[src/rtl/baccarat_pkg.sv]
// -----------------------------------------------------------------------------
// baccarat_pkg
// Shared constants and helpers for the baccarat scoring blocks.
//   CARD_NONE / CARD_ACE / CARD_KING : card code landmarks (0 = no card)
//   PIP_MAX                          : highest code that scores its face value
//   SCORE_W                          : width of a hand score (0..9)
//   score_add()                      : baccarat addition, result mod 10
// -----------------------------------------------------------------------------
package baccarat_pkg;

    localparam int CARD_NONE = 0;
    localparam int CARD_ACE  = 1;
    localparam int PIP_MAX   = 9;
    localparam int CARD_KING = 13;
    localparam int SCORE_W   = 4;

    // Both operands are at most 9, so the 5-bit sum is at most 18 and a single
    // subtraction of 10 is enough to bring it back into 0..9.
    function automatic logic [SCORE_W-1:0] score_add(
        input logic [SCORE_W-1:0] score_in,
        input logic [SCORE_W-1:0] value_in
    );
        logic [SCORE_W:0] sum;
        sum = {1'b0, score_in} + {1'b0, value_in};
        if (sum >= (SCORE_W+1)'(10)) begin
            sum = sum - (SCORE_W+1)'(10);
        end
        return sum[SCORE_W-1:0];
    endfunction

endpackage

[src/rtl/card_value.sv]
// -----------------------------------------------------------------------------
// card_value
// Combinational baccarat value of one card code.
//   code  (in,  CARD_W)  : card code, 1 = Ace, 2..10 pips, 11..13 J/Q/K
//   value (out, SCORE_W) : 1..9 for codes 1..9, 0 for everything else
// -----------------------------------------------------------------------------
module card_value
    import baccarat_pkg::*;
#(
    parameter int CARD_W = 4
) (
    input  logic [CARD_W-1:0]  code,
    output logic [SCORE_W-1:0] value
);

    logic [31:0] code_ext;

    // Widen once so the range test is independent of CARD_W.
    assign code_ext = 32'(code);

    always_comb begin
        value = '0;
        if (code_ext >= 32'(CARD_ACE) && code_ext <= 32'(PIP_MAX)) begin
            value = SCORE_W'(code_ext);
        end
    end

endmodule

[src/rtl/hand_reg.sv]
// -----------------------------------------------------------------------------
// hand_reg
// Register holding one baccarat hand: card slots, card count, running score and
// a sticky error flag for rejected loads.
//   slow_clock (in)                    : sole clock, rising edge
//   resetb     (in)                    : asynchronous active-low reset
//   clear      (in)                    : synchronous hand clear, beats load_card
//   load_card  (in)                    : append new_card to the hand
//   new_card   (in,  CARD_W)           : card code to append (legal 1..13)
//   cards      (out, NUM_CARDS*CARD_W) : slot i at [i*CARD_W +: CARD_W], empty = 0
//   count      (out, CNT_W)            : number of cards held
//   full       (out)                   : count == NUM_CARDS (combinational)
//   score      (out, 4)                : hand value 0..9
//   err        (out)                   : sticky, set by any rejected load
// -----------------------------------------------------------------------------
module hand_reg
    import baccarat_pkg::*;
#(
    parameter int  NUM_CARDS = 3,
    parameter int  CARD_W    = 4,
    localparam int CNT_W     = $clog2(NUM_CARDS + 1)
) (
    input  logic                          slow_clock,
    input  logic                          resetb,
    input  logic                          clear,
    input  logic                          load_card,
    input  logic [CARD_W-1:0]             new_card,
    output logic [NUM_CARDS*CARD_W-1:0]   cards,
    output logic [CNT_W-1:0]              count,
    output logic                          full,
    output logic [SCORE_W-1:0]            score,
    output logic                          err
);

    logic [CNT_W-1:0]   count_q, count_d;
    logic [SCORE_W-1:0] score_q, score_d;
    logic               err_q, err_d;

    logic [SCORE_W-1:0] card_val;
    logic               code_ok;
    logic               load_ok;
    logic               load_bad;

    card_value #(
        .CARD_W (CARD_W)
    ) u_card_value (
        .code  (new_card),
        .value (card_val)
    );

    // Legality is judged on the code value, so wide codes above KING fail too.
    assign code_ok  = (32'(new_card) >= 32'(CARD_ACE)) && (32'(new_card) <= 32'(CARD_KING));
    assign full     = (count_q == CNT_W'(NUM_CARDS));
    assign load_ok  = load_card && !clear && !full && code_ok;
    assign load_bad = load_card && !clear && (full || !code_ok);

    always_comb begin
        count_d = count_q;
        score_d = score_q;
        err_d   = err_q;
        if (clear) begin
            count_d = '0;
            score_d = '0;
            err_d   = 1'b0;
        end else if (load_ok) begin
            count_d = count_q + CNT_W'(1);
            score_d = score_add(score_q, card_val);
        end else if (load_bad) begin
            err_d   = 1'b1;
        end
    end

    always_ff @(posedge slow_clock or negedge resetb) begin
        if (!resetb) begin
            count_q <= '0;
            score_q <= '0;
            err_q   <= 1'b0;
        end else begin
            count_q <= count_d;
            score_q <= score_d;
            err_q   <= err_d;
        end
    end

    // Slot storage: each slot is written only when it is the next free index,
    // so cards never move once placed.
    for (genvar gi = 0; gi < NUM_CARDS; gi++) begin : g_slot
        logic [CARD_W-1:0] slot_q;

        always_ff @(posedge slow_clock or negedge resetb) begin
            if (!resetb) begin
                slot_q <= '0;
            end else if (clear) begin
                slot_q <= '0;
            end else if (load_ok && (count_q == CNT_W'(gi))) begin
                slot_q <= new_card;
            end
        end

        // Slots are already zero above count; the mask keeps that guarantee
        // explicit at the output.
        assign cards[gi*CARD_W +: CARD_W] = (CNT_W'(gi) < count_q) ? slot_q : '0;
    end

    assign count = count_q;
    assign score = score_q;
    assign err   = err_q;

endmodule

[config.mk]
export PLATFORM = sky130hd
export DESIGN_NAME = hand_reg
export DESIGN_NICKNAME = d
export VERILOG_FILES = /design/src/rtl/baccarat_pkg.sv /design/src/rtl/card_value.sv /design/src/rtl/hand_reg.sv
export SDC_FILE = /design/constraint.sdc
export NUM_CORES = 1
export LEC_CHECK = 0
export CAP_MARGIN = 25
export CORE_MARGIN = 4
export CORE_UTILIZATION = 28
export DETAILED_ROUTE_END_ITERATION = 12
export SKIP_CTS_REPAIR_TIMING = 1
export SYNTH_ARGS = -nofsm -noshare
export SYNTH_HDL_FRONTEND = slang
export SYNTH_SLANG_ARGS = --single-unit
[constraint.sdc]
create_clock -name slow_clock -period 5.5 [get_ports slow_clock]
set_input_delay 1.1 -clock slow_clock [delete_from_list [all_inputs] [get_ports slow_clock]]
set_output_delay 1.1 -clock slow_clock [all_outputs]
set_load 0.005 [all_outputs]
# Word level (Yosys, flattened, before mapping)

Index checks and enable logic that the tools add are counted.

Register bits after elaboration: 19
Input port bits: 8
Logic and storage cells: 58

Add/sub/neg operators: 3
Order comparisons: 7
Equal/unequal tests: 4
Mux-type cells: 18
Reduce and logical (&&, ||, !) cells: 20

Operator list:

| operator                                                               | count |
|---|---|
| 4-bit two-way mux                                                      | 13 |
| 2-bit nonzero test                                                     | 5 |
| 1-bit logical AND                                                      | 9 |
| 4-bit <= comparator (second input constant)                            | 2 |
| 4-bit by 4-bit adder with 5-bit output                                 | 1 |
| 5-bit by 4-bit >= comparator with 1-bit output (second input constant) | 1 |
| 2-bit equality test (second input constant)                            | 2 |
| 4-bit by 1-bit >= comparator with 1-bit output (second input constant) | 1 |
| 1-bit by 2-bit < comparator with 1-bit output (first input constant)   | 2 |
| 2-bit two-way mux                                                      | 2 |
| 4-bit subtractor (second input constant)                               | 1 |
| 1-bit logical NOT                                                      | 3 |
| 1-bit two-way mux                                                      | 3 |
| 2-bit by 1-bit adder with 2-bit output (second input constant)         | 1 |
| 2-bit by 1-bit equality test with 1-bit output (second input constant) | 1 |
| 2-bit logical NOT                                                      | 1 |
| 2-bit < comparator (first input constant)                              | 1 |
| 2-bit inequality test (second input constant)                          | 1 |
| 2-bit AND reduction                                                    | 1 |
| 1-bit logical OR                                                       | 1 |

# Logic depth before layout (Yosys ltp)

Word-level depth: 8
Gate-level depth with buffers: 11

# Hierarchy

Synthesis repeated with hierarchy kept, for this count alone.

Cell total of the unflattened synthesis: 140
Area, all modules: 1257.5 sq um

By module, submodules not included:

| module     | times used | cells each | area an instance (sq um) |
|---|---|---|---|
| hand_reg   | 1          | 135        | 1221.2 |
| card_value | 1          | 5          | 36.3 |

# Least setup slack after synthesis

OpenSTA, ideal clock, no wires.

Kind: input to register
From: input port new_card[1]
To: register score_q[2], in the netlist score[2]
Library setup time: 0.067 ns
Arrival time: 3.107 ns
Data required time: 5.433 ns
Slack: 2.326 ns
Cell stages on the path: 11
Path buffers: 0
Path through: o21ai_0 -> and2_1 -> ha_1 -> fa_1 -> xor2_1 -> inv_1 -> ha_1 -> o221ai_1 -> nand3_1 -> a2111oi_0 -> a311o_1

Word-level cells in the longest chain between the ends: 8
Elaborated cells between the ends (all ways): 14

RTL lines:

| what                                                                                  | line                                   | RTL |
|---|---|---|
| start, declared                                                                       | hand_reg.sv:27                         | `input logic [CARD_W-1:0] new_card,` |
| 4-bit by 1-bit >= comparator with 1-bit output or 4-bit <= comparator (tied branches) | card_value.sv:23, hand_reg.sv:52       |  |
| 1-bit logical AND                                                                     | card_value.sv:23                       | `if (code_ext >= 32'(CARD_ACE) && code_ext <= 32'(PIP_MAX)) begin` |
| 4-bit two-way mux                                                                     | card_value.sv:23                       |  |
| 4-bit by 4-bit adder with 5-bit output                                                | baccarat_pkg.sv:24                     | `sum = {1'b0, score_in} + {1'b0, value_in};` |
| 4-bit subtractor or 5-bit by 4-bit >= comparator with 1-bit output (tied branches)    | baccarat_pkg.sv:26, baccarat_pkg.sv:25 |  |
| 4-bit two-way mux                                                                     | baccarat_pkg.sv:25                     | `if (sum >= (SCORE_W+1)'(10)) begin` |
| 4-bit two-way mux                                                                     | hand_reg.sv:65                         | `end else if (load_ok) begin` |
| 4-bit two-way mux                                                                     | hand_reg.sv:61                         | `if (clear) begin` |
| end signal, assigned                                                                  | hand_reg.sv:80                         | `score_q <= score_d;` |
| end, declared                                                                         | hand_reg.sv:36                         | `logic [SCORE_W-1:0] score_q, score_d;` |

Several ways; a longest one is shown, not always the timed one. The select of a mux whose other input is x is not followed.
A chain may end at the register's enable or synchronous reset.

# Final worst setup path

From: input port new_card[3]
To: register score_q[2], in the netlist score[2]

The elaborated chain is that of the path after synthesis.

==> flow_metrics.env <==
export IMPL_synth_cells=139
export IMPL_htreeDepth=1
export IMPL_via_per_inst=4.95
export IMPL_cp_arrival_ns=4.12
export IMPL_postRouteAntennaNets=0
export IMPL_rows=24
export IMPL_final_common_cell="clkdlybuf4s50_1"
export IMPL_numCtsBuffers=3
export IMPL_grt_ovfl_total=0
export IMPL_switchingPower_w=0.000112
export IMPL_area_delta_synth_final_pct=26.8
export IMPL_max_freq_mhz=255
export IMPL_final_hold_violation_count=0
export IMPL_p_comb_share_pct=27.9
export IMPL_slew_headroom_pct=32.0
export IMPL_synth_cell_type_count=35
export IMPL_power_w=0.000354
export IMPL_fp_dieH_um=76.1
export IMPL_synth_warnings=0
export IMPL_ir_drop_mv=0.0937
export IMPL_hold_depth=2
export IMPL_drv_cap=0
export IMPL_r2r_cells=9
export IMPL_min_period_ns=3.93
export IMPL_synth_seq_cells=19
export IMPL_antenna_found_initial=0
export IMPL_initial_core_util_pct=29.4
export IMPL_insertion_delay_ns=0.26
export IMPL_crit_type="in2reg"
export IMPL_mostFrequentLayoutCells="clkdlybuf4s50_1 (27), dfrtp_1 (19), nand2_1 (17)"
export IMPL_io_pins=28
export IMPL_finalNetCount=185
export IMPL_wl_um=3030
export IMPL_status="finished clean"
export IMPL_fin_ws_ns=1.57
export IMPL_finalCoreUtilization_pct=37.3
export IMPL_cts_root_buffer="clkbuf_8"
export IMPL_die_width_um=76.1
export IMPL_avgSynthCellArea_um2=9.33
export IMPL_core_region_area_mm2=0.00441
export IMPL_path_cells="clkdlybuf4s50_1, o21ai_0, and2_1, ha_1, fa_1, xor2_1, inv_1, ha_1, o221ai_1, nand3_1, a2111oi_0, a311o_1"
export IMPL_grt_max_degree=25
export IMPL_drtIter0Drc=40
export IMPL_crit_top_cell="ha_1"
export IMPL_max_stage_delay_ns=0.65
export IMPL_grt_usage_pct=10.5
export IMPL_fin_skew_ns=0.00311
export IMPL_end_kind="flop"
export IMPL_tightest_slew_ns=1.02
export IMPL_finalCritPeriodShare_pct=71.4
export IMPL_cts_buffer_depth=2
export IMPL_grt_pass1_wl_um=5060
export IMPL_dpl_hpwl_um=2270
export IMPL_crit_fanout=9
export IMPL_cts_tree="built"
export IMPL_port_buffers=27
export IMPL_first_global_vias=1067
export IMPL_finalSetupTns_ns=0
export IMPL_place_gp_congestion=0.795
export IMPL_start_kind="input pin"
export IMPL_drc=0
export IMPL_hold_class="reg2reg"
export IMPL_slowest_stage="clkdlybuf4s50_1"
export IMPL_finalSetupViolations=0
export IMPL_power_density_mw_per_mm2=215
export IMPL_vias=1074
export IMPL_maxSlewViolCount=0
export IMPL_rrSetupSlack_ns=2.93
export IMPL_avgRoutedWirePerCell_um=14.0
export IMPL_drive_gt1_share_pct=10.3
export IMPL_cp_required_ns=5.70
export IMPL_dieArea_mm2=0.00579
export IMPL_seqPwrFrac_pct=44.1
export IMPL_intPower_w=0.000243
export IMPL_syn_area_mm2=0.00130
export IMPL_seq_area_frac_synth_pct=36.6
export IMPL_synthesis_nets=158
export IMPL_place_ws_ns=1.36
export IMPL_p_clk_share_pct=28.0
export IMPL_antenna_diode_count=0
export IMPL_p_leak_nw=0.721
export IMPL_cts_sinks=19
export IMPL_grt_setup_unrepaired="false"
export IMPL_p_sw_share_pct=31.5
export IMPL_clk_pin_slew_ns=0.07
export IMPL_drtPass1Iterations=4
[path summary, 6_finish.rpt]
| kind | from | end |
|---|---|---|
| worst max register to register | score[0] | score[2] |
| worst max-delay path | new_card[3] | score[2] |
| worst min-delay path | g_slot[1].slot_q[0] | g_slot[1].slot_q[0] |
| max in group asynchronous | resetb | count[1] |
| min in group asynchronous | resetb | g_slot[2].slot_q[2] |
| worst min register to register | g_slot[1].slot_q[0] | g_slot[1].slot_q[0] |
[critical path: cells and delay by family]
kind | cells | cell delay, ns
AOI/OAI and AO/OA | 4 | 0.88
buffers and inverters | 2 | 0.74
xor gates and xnor gates | 1 | 0.20
adders and majority gates | 3 | 0.84
and+or+nand+nor | 2 | 0.36
[routing by layer]
metal  track usage [%]  part of all wire (%)  vias up
met3              2.84                   4.9        5
met1              13.2                    46      509
li1                  -                     -      534
met4              3.15                   1.3        0
met5                 0                     0        -
met2              17.6                    48       26
[state kept, by name (all words and copies together) (netlist names)]
register       flops
count              2
err                1
g_slot.slot_q     12
score              4
[power by group through the flow]
stage,sequential (W),combinational (W),clock (W)
after CTS,0.000156,0.0000996,0.000104
after floorplan,0.000158,0.0000635,0
after detailed placement,0.000159,0.0000993,0
after global routing,0.000158,0.000110,0.000110
after global placement,0.000159,0.0000951,0
final,0.000156,0.0000988,0.0000994
[synthesized netlist by cell type]
master,number,share of area [%]
dfrtp_1,19,37
nand2_1,17,4.9
nand3_1,15,5.8
a21oi_1,11,4.2
ha_1,10,9.6
and2_1,9,4.3
nor2b_1,8,3.9
inv_1,7,2.0
a21oi_2,6,4.1
clkbuf_1,3,0.87
mux2i_1,3,2.3
nand2_4,3,2.6
nor2_1,3,0.87
a21o_1,2,1.2
buf_6,2,1.7
nand2b_1,2,0.96
a2111o_1,1,0.87
a2111oi_0,1,0.68
a211o_1,1,0.68
a22o_1,1,0.68
a311o_1,1,0.77
and4_4,1,0.87
fa_1,1,1.5
nand3b_1,1,0.58
nand4_1,1,0.48
nand4_2,1,0.96
nor3_1,1,0.39
nor3b_1,1,0.58
nor3b_2,1,0.96
o21ai_0,1,0.39
o221ai_1,1,0.68
o311ai_0,1,0.68
or4_4,1,0.87
xnor2_1,1,0.68
xor2_1,1,0.68
[layout make-up]
type,count,area (um2)
flip-flops and latches,19,475
clock buffers,3,41.3
clock inverters,1,5.00
inverters,7,26.3
repair buffers,27,270
multi-input cells,108,762
fillers,451,2770
well taps,52,65.1
[cells by family after synthesis]
kind of cell / count (synthesis) / share of synthesized area (%)
muxes: 3 / 2.31
buffers and inverters: 12 / 4.63
xor gates and xnor gates: 2 / 1.35
DFF: 19 / 36.6
and+or+nand+nor: 65 / 29.0
adders and majority gates: 11 / 11.2
AOI/OAI and AO/OA: 27 / 14.9
[stage by stage]
step | hold slack [ns] | std cells | instance area (um2)
after floorplan | 0.496 | 139 | 1300
after global placement | 0.509 | 213 | 1600
after detailed placement | 0.512 | 213 | 1600
after CTS | 0.523 | 217 | 1650
after global routing | 0.538 | 217 | 1650
final | 0.518 | 217 | 1650
Note: power is estimated with default switching activity, not from simulation.
